## src/rtl/fetch_sequencer_if.sv

```systemverilog
// Bundles the instruction-memory handshake and the decoder/core-facing
// signals of the fetch sequencer. The sequencer takes the master modport;
// memory plus core (or a testbench) take the slave modport.
interface fetch_sequencer_if;
  logic        imem_req;
  logic [31:0] imem_addr;
  logic        imem_ack;
  logic [31:0] imem_rdata;
  logic [31:0] instr;
  logic [5:0]  op;
  logic [5:0]  funct;
  logic        instr_valid;
  logic [31:0] pc;
  logic [31:0] pcplus4;
  logic        advance;
  logic        pcsrc;
  logic        jump;
  logic [31:0] pcbranch;
  logic [31:0] retired;

  modport master (
    output imem_req, imem_addr, instr, op, funct, instr_valid, pc, pcplus4, retired,
    input  imem_ack, imem_rdata, advance, pcsrc, jump, pcbranch
  );

  modport slave (
    input  imem_req, imem_addr, instr, op, funct, instr_valid, pc, pcplus4, retired,
    output imem_ack, imem_rdata, advance, pcsrc, jump, pcbranch
  );
endinterface

```

## src/rtl/fetch_sequencer.sv

```systemverilog
// Instruction-fetch sequencer: owns the PC, fetches one word at a time over
// a req/ack handshake, holds it for the decoder and picks the next PC
// (sequential, branch or jump) when the core retires the held instruction.
//
// state       | meaning
// ------------+--------------------------------------------------------
// FETCH_START | request issued at pc; an ack in this cycle is accepted
// FETCH_WAIT  | request outstanding, address held stable until ack
// HOLD        | instruction valid for the decoder, waiting for advance
module fetch_sequencer #(
  parameter logic [31:0] RESET_PC = 32'h0000_0000
) (
  input  logic             clk,
  input  logic             reset,
  fetch_sequencer_if.master bus
);

  typedef enum logic [1:0] {FETCH_START, FETCH_WAIT, HOLD} state_t;

  state_t      state, state_next;
  logic [31:0] pc_q, pc_next, pcplus4;
  logic [31:0] instr_q;
  logic [31:0] retired_q;
  logic        req;
  logic        capture;
  logic        retire;

  // State register.
  always_ff @(posedge clk or posedge reset) begin
    if (reset) state <= FETCH_START;
    else       state <= state_next;
  end

  // Next-state logic and handshake strobes.
  always_comb begin
    state_next = state;
    req        = 1'b0;
    capture    = 1'b0;
    retire     = 1'b0;
    case (state)
      FETCH_START: begin
        req = 1'b1;
        if (bus.imem_ack) begin
          capture    = 1'b1;
          state_next = HOLD;
        end else begin
          state_next = FETCH_WAIT;
        end
      end
      FETCH_WAIT: begin
        req = 1'b1;
        if (bus.imem_ack) begin
          capture    = 1'b1;
          state_next = HOLD;
        end
      end
      HOLD: begin
        if (bus.advance) begin
          retire     = 1'b1;
          state_next = FETCH_START;
        end
      end
      default: state_next = FETCH_START;
    endcase
  end

  assign pcplus4 = pc_q + 32'd4;

  // Next-PC select; jump takes priority over a taken branch.
  always_comb begin
    pc_next = pcplus4;
    if (bus.jump)       pc_next = {pcplus4[31:28], instr_q[25:0], 2'b00};
    else if (bus.pcsrc) pc_next = {bus.pcbranch[31:2], 2'b00};
  end

  // Held instruction, PC and retirement counter.
  always_ff @(posedge clk or posedge reset) begin
    if (reset) begin
      pc_q      <= {RESET_PC[31:2], 2'b00};
      instr_q   <= 32'd0;
      retired_q <= 32'd0;
    end else begin
      if (capture) instr_q <= bus.imem_rdata;
      if (retire) begin
        pc_q      <= pc_next;
        retired_q <= retired_q + 32'd1;
      end
    end
  end

  // Gating with reset drops the request the instant reset asserts, so an
  // in-flight fetch is abandoned without waiting for a clock edge.
  assign bus.imem_req    = req & ~reset;
  assign bus.imem_addr   = pc_q;
  assign bus.instr       = instr_q;
  assign bus.op          = instr_q[31:26];
  assign bus.funct       = instr_q[5:0];
  assign bus.instr_valid = (state == HOLD);
  assign bus.pc          = pc_q;
  assign bus.pcplus4     = pcplus4;
  assign bus.retired     = retired_q;

  // Branch targets are word-aligned; the low bits are dropped on purpose.
  logic unused_ok;
  assign unused_ok = &{1'b0, bus.pcbranch[1:0]};

endmodule

```

## src/flat_wrapper.sv

```systemverilog
// flat-port wrapper written by rule: the top's interface ports become plain ports
module fetch_sequencer_flat 
#(
  parameter logic [31:0] RESET_PC = 32'h0000_0000
)
  (clk, reset, bus_imem_req, bus_imem_addr, bus_instr, bus_op, bus_funct, bus_instr_valid, bus_pc, bus_pcplus4, bus_retired, bus_imem_ack, bus_imem_rdata, bus_advance, bus_pcsrc, bus_jump, bus_pcbranch);
  fetch_sequencer_if bus_i ();
  input  logic clk;
  input  logic reset;
  output wire logic [$bits(bus_i.imem_req)-1:0] bus_imem_req;
  output wire logic [$bits(bus_i.imem_addr)-1:0] bus_imem_addr;
  output wire logic [$bits(bus_i.instr)-1:0] bus_instr;
  output wire logic [$bits(bus_i.op)-1:0] bus_op;
  output wire logic [$bits(bus_i.funct)-1:0] bus_funct;
  output wire logic [$bits(bus_i.instr_valid)-1:0] bus_instr_valid;
  output wire logic [$bits(bus_i.pc)-1:0] bus_pc;
  output wire logic [$bits(bus_i.pcplus4)-1:0] bus_pcplus4;
  output wire logic [$bits(bus_i.retired)-1:0] bus_retired;
  input wire logic [$bits(bus_i.imem_ack)-1:0] bus_imem_ack;
  input wire logic [$bits(bus_i.imem_rdata)-1:0] bus_imem_rdata;
  input wire logic [$bits(bus_i.advance)-1:0] bus_advance;
  input wire logic [$bits(bus_i.pcsrc)-1:0] bus_pcsrc;
  input wire logic [$bits(bus_i.jump)-1:0] bus_jump;
  input wire logic [$bits(bus_i.pcbranch)-1:0] bus_pcbranch;
  assign bus_imem_req = bus_i.imem_req;
  assign bus_imem_addr = bus_i.imem_addr;
  assign bus_instr = bus_i.instr;
  assign bus_op = bus_i.op;
  assign bus_funct = bus_i.funct;
  assign bus_instr_valid = bus_i.instr_valid;
  assign bus_pc = bus_i.pc;
  assign bus_pcplus4 = bus_i.pcplus4;
  assign bus_retired = bus_i.retired;
  assign bus_i.imem_ack = bus_imem_ack;
  assign bus_i.imem_rdata = bus_imem_rdata;
  assign bus_i.advance = bus_advance;
  assign bus_i.pcsrc = bus_pcsrc;
  assign bus_i.jump = bus_jump;
  assign bus_i.pcbranch = bus_pcbranch;
  fetch_sequencer #(.RESET_PC(RESET_PC)) u_core (.clk(clk), .reset(reset), .bus(bus_i));
endmodule
```

## config.mk

```make
export PLATFORM = sky130hd
export DESIGN_NAME = fetch_sequencer_flat
export DESIGN_NICKNAME = d
export VERILOG_FILES = /design/src/rtl/fetch_sequencer_if.sv /design/src/rtl/fetch_sequencer.sv /design/src/flat_wrapper.sv
export SDC_FILE = /design/constraint.sdc
export NUM_CORES = 1
export LEC_CHECK = 0
export ABC_AREA = 1
export CORE_AREA = 2 2 120 122
export DETAILED_ROUTE_END_ITERATION = 6
export DIE_AREA = 0 0 122 124
export PLACE_DENSITY = 0.81
export SKIP_LAST_GASP = 1
export SYNTH_ARGS = -nofsm -noshare
export SYNTH_HDL_FRONTEND = slang
export SYNTH_SLANG_ARGS = --single-unit
```

## constraint.sdc

```tcl
create_clock -name clk -period 4.6 [get_ports clk]
set_clock_uncertainty 0.1 [all_clocks]
set_input_delay 0.92 -clock clk [delete_from_list [all_inputs] [get_ports clk]]
set_output_delay 0.92 -clock clk [all_outputs]
set_load 0.005 [all_outputs]
```

Word level (Yosys, flattened, before mapping). Cells that the tools add are included.

Register bits after elaboration: 98. Latch bits: 0. Bits in writable memories: 0. Memory bits (read-only): 0. Input bits: 70. Logic and storage cells: 26. Memories kept: 0.

Add/subtract/negate cells: 2. Multiply operators: 0. Divide/modulo/power cells: 0. Order comparisons: 0. Equality and inequality tests: 4. Shift operators: 0. Multiplexer cells: 11. Bitwise gates (word level): 2. Reductions and logical operators: 3.

Operator list (count): $mux 32 (2); $add 32x1->32 const B (1); $add 32x3->32 const B (1); $mux 2 (3); $pmux 2 s3 (1); $mux 1 (5); $eq 2x1->1 const B (1); $eq 2x2->1 const B (1); $logic_not 2->1 (1); $ne 2x1->1 const B (1); $ne 2x2->1 const B (1); $reduce_and 2->1 (1); $reduce_or 2->1 (1); $and 1x1->1 (1); $not 1->1 (1).

Logic depth before layout (Yosys ltp).
Word-level depth: 4. Mapped depth: 11. Gate-level depth less buffers: 11.

Worst setup path after synthesis. Ideal clock, no wire load.

Path type: reg2out. Start: register u_core.pc_q[2] (netlist: u_core.bus.imem_addr[2]). End: output port bus_pcplus4[22]. Arrival: 1.341 ns. Slack: 2.239 ns. Stages on the path, launching flop included: 8. Cell sequence: dfrtp_1 ha_1 nand2_1 nor2_2 nand2_1 nor2_4 nand3_1 and2_1.

Word-level cells in the longest chain between the ends: 1.

Ends and longest elaborated chain: from (decl) (line fetch_sequencer.sv:21) `logic [31:0] pc_q, pc_next, pcplus4;`; from (signal assigned) (line fetch_sequencer.sv:79) `pc_q <= {RESET_PC[31:2], 2'b00};`; from (signal assigned) (line fetch_sequencer.sv:85) `pc_q <= pc_next;`; $add 32x3->32 (line fetch_sequencer.sv:67) `assign pcplus4 = pc_q + 32'd4;`; to (decl) (line flat_wrapper.sv:17) `output wire logic [$bits(bus_i.pcplus4)-1:0] bus_pcplus4;`.

No other way between the ends.

Final worst setup path. Same ends and word-level chain as after synthesis.

==> impl_metrics.py <==
metrics = {
    "outcome": {
        "status": "finished, final reports clean",
    },
    "cts": {
        "path_clk_slew_ns": 0.07,
        "cts_tree": "done",
        "postCtsSetupRepairBufs": 0,
        "cts_root_buffer": "clkbuf_16",
        "cts_hold_buffers": 0,
        "htreeDepth": 3,
        "numCtsBuffers": 9,
        "cts_buffer_depth": 2,
        "clock_latency_ns": 0.35,
        "ctsResizeCount": 0,
        "cts_num_sinks": 96,
    },
    "timing": {
        "worst_slack_ns": 1.11,
        "maxSlewViolCount": 0,
        "final.min_clock_period_ns": 3.49,
        "tightestPinTransition_ns": 1.16,
        "holdWs_ns": 0.402,
        "setup_viol": 0,
        "period_share_pct": 75.8,
        "fmax_mhz": 287,
        "setup_tns_ns": 0,
        "max_slew_margin_pct": 22.9,
        "finalHoldViolations": 0,
        "rsz0062_at_grt": "no",
    },
    "grt": {
        "met2_usage_pct": 38.9,
        "grt_max_degree": 79,
        "use_met3_pct": 4.67,
        "grt_pass1_vias": 5342,
        "top_usage_layer": "met2",
        "overflow": 0,
        "grt_usage_pct": 24.9,
        "grt_pass1_wl_um": 29100,
        "antenna_found_initial": 0,
        "use_met1_pct": 34.7,
    },
    "die": {
        "core_area_sq_um": 13700,
        "fp.dieH_um": 124,
        "rows": 43,
        "io_pins": 244,
        "die_area_sq_um": 15100,
        "start_util_pct": 43.9,
        "die_w_um": 122,
    },
    "final_layout": {
        "stdcell_area_sq_um": 8530,
        "num-nets-final": 1017,
        "syn_to_final_growth_pct": 41.7,
        "num_antenna_cells": 0,
        "drive_gt1_share_pct": 9.37,
    },
    "flow_run": {
        "cap_violations": 0,
    },
    "worst_hold_path": {
        "min_delay_path_depth": 1,
        "min-delay-start": "u_core.state[0]$_DFFE_PP0P_",
        "hold_class": "reg2reg",
        "hold_path_end": "u_core.state[1]$_DFFE_PP0P_",
    },
    "routing": {
        "drt-total-wl_um": 18300,
        "vias": 5653,
        "drtIter0Drc": 450,
        "vias_per_cell": 5.00,
        "firstDrtPassIters": 5,
        "drtAntennaViolNets": 0,
        "wl_per_cell_um": 16.2,
        "drc": 0,
    },
    "yosys": {
        "synth_cell_types": 38,
        "synth_edf_count": 0,
        "avgSynthCellArea_sq_um": 7.96,
        "synth_flop_cell": "dfrtp_1",
        "yosys_warnings": 0,
        "mappedNetlistArea_sq_um": 6020,
        "synth-seq-area-share_pct": 39.9,
        "synth-seq-cells": 96,
        "async_flop_share_pct": 100,
        "syn_inst": 756,
    },
    "setup_path": {
        "required_ns": 3.58,
        "path_class": "reg2out",
        "endpoint_kind": "output pin",
        "crit_fanout": 6,
        "r2r_slack_ns": 2.36,
        "cp-start-kind": "flip-flop",
        "r2r.worst_path.cells": 8,
        "crit_arrival_ns": 2.47,
        "reg2reg_to": "u_core.bus.retired[25]$_DFFE_PP0P_",
        "rr_startpoint": "u_core.state[0]$_DFFE_PP0P_",
    },
    "power": {
        "vdd_ir_drop_max_mv": 0.333,
        "powerDensity_nw_per_um2": 459,
        "leakagePower_uw": 0.00377,
        "finalPower_uw": 3910,
    },
    "placed_design": {
        "post-place-ws_ns": 0.964,
        "globalplace.congestion": 0.922,
        "place_area_sq_um": 8210,
        "detailedPlacementHpwl_um": 13900,
        "port_buffers": 235,
    },
}
## sequential cells by signal, summed over array words and instances, names as in the netlist
name,flops
u_core.bus.instr,32
u_core.bus.retired,32
u_core.bus.imem_addr,30
u_core.state,2
## where the power goes
part           leakage, uW  internal (uW)  total, uW  switching [uW]
Sequential         0.00115           1030       1340             307
Clock             0.000153            480        831             351
Combinational      0.00246           1050       1740             696
Total              0.00377           2560       3910            1350
## metal layers
metal | part of all wire (%) | up-vias
met1 | 45 | 2665
met5 | 0 | -
met2 | 46 | 217
met4 | 2.4 | 0
li1 | - | 2742
met3 | 6.9 | 29
## cell type report
cell class	count	area, sq um
Multi-Input combinational cell	528	2930
Timing Repair Buffer	239	2380
Fill cell	1218	5190
Tap cell	180	225
Sequential cell	96	2400
Inverter	71	269
Clock inverter	6	90.1
Clock buffer	10	229
## placed cells by master (no fill, tap or decap), types with 2 or more instances in the layout
cell type,instances
clkdlybuf4s50_1,235
nand3_1,40
nand4_1,10
a32oi_1,2
nand3b_1,10
inv_1,69
nor2_1,70
xor2_2,4
a21boi_0,6
nand2_1,220
and2_1,6
a21boi_1,10
xnor2_1,6
o31ai_1,2
conb_1,6
clkbuf_16,9
o21ai_0,6
nor2_4,9
inv_6,2
buf_4,4
nand2_2,5
nor3_1,6
xor2_1,24
a21oi_1,10
bufinv_16,2
or2_2,7
nor3_4,2
ha_1,2
nor2_2,9
a221oi_1,17
o21a_1,4
dfrtp_1,96
mux2_2,30
## worst max-delay path by stage
stage                                         from                              endpoint  slack (ns)
3_3_place_gp                              bus_jump  u_core.bus.imem_addr[25]$_DFFE_PP0P_        0.99
5_1_grt        u_core.bus.imem_addr[3]$_DFFE_PP0P_                       bus_pcplus4[22]        0.97
4_1_cts        u_core.bus.imem_addr[2]$_DFFE_PP0P_                       bus_pcplus4[22]        1.10
3_5_place_dp                              bus_jump  u_core.bus.imem_addr[25]$_DFFE_PP0P_        0.96
6_report       u_core.bus.imem_addr[2]$_DFFE_PP0P_                       bus_pcplus4[22]        1.11
2_1_floorplan                                reset  u_core.bus.imem_addr[10]$_DFFE_PP0P_        1.07
## Yosys cell counts (5+ instances only)
cell type    n  area (sq um)
a21boi_0     6          45.0
a21boi_1    10          75.1
a21oi_1     10          50.1
a221oi_1    17           149
and2_1       6          37.5
buf_2       11          55.1
buf_4       48           360
dfrtp_1     96          2400
inv_1       70           263
mux2_2      30           338
nand2_1    220           826
nand2_2      5          31.3
nand3_1     40           200
nand3b_1    10          75.1
nand4_1     10          62.6
nor2_1      71           267
nor2_2       8          50.1
nor2_4       9           101
nor3_1       6          30.0
o21ai_0      6          30.0
or2_2        7          43.8
xnor2_1      6          52.6
xor2_1      24           210
## kinds of logic after synthesis
family / after synthesis / synth area share [%]
AO/OA/AOI/OAI: 59 / 7.03
XOR/XNOR: 34 / 5.45
adder cells (fa/ha/maj): 2 / 0.416
buffers and inverters: 137 / 11.8
flip-flops: 96 / 39.9
multiplexers: 30 / 5.61
other: 1 / 0.0623
AND/OR/NAND/NOR: 397 / 29.8
## through the flow
step	std cells	utilization, %
finish	1130	62.2
global route	1130	62.2
CTS	1130	62.2
detailed placement	1114	59.8
global placement	1114	59.8
floorplan	761	-
## worst max-delay path, cell delays in order (launching register included)
cell and delay, ns:
dfrtp_1 0.50, ha_1 0.26, nand2_1 0.08, nor2_2 0.17, nand2_1 0.17, nor2_4 0.18, nand2_1 0.07, nand2_1 0.07
and2_1 0.11, clkdlybuf4s50_1 0.51
Note: power is estimated with default switching activity, not from simulation.
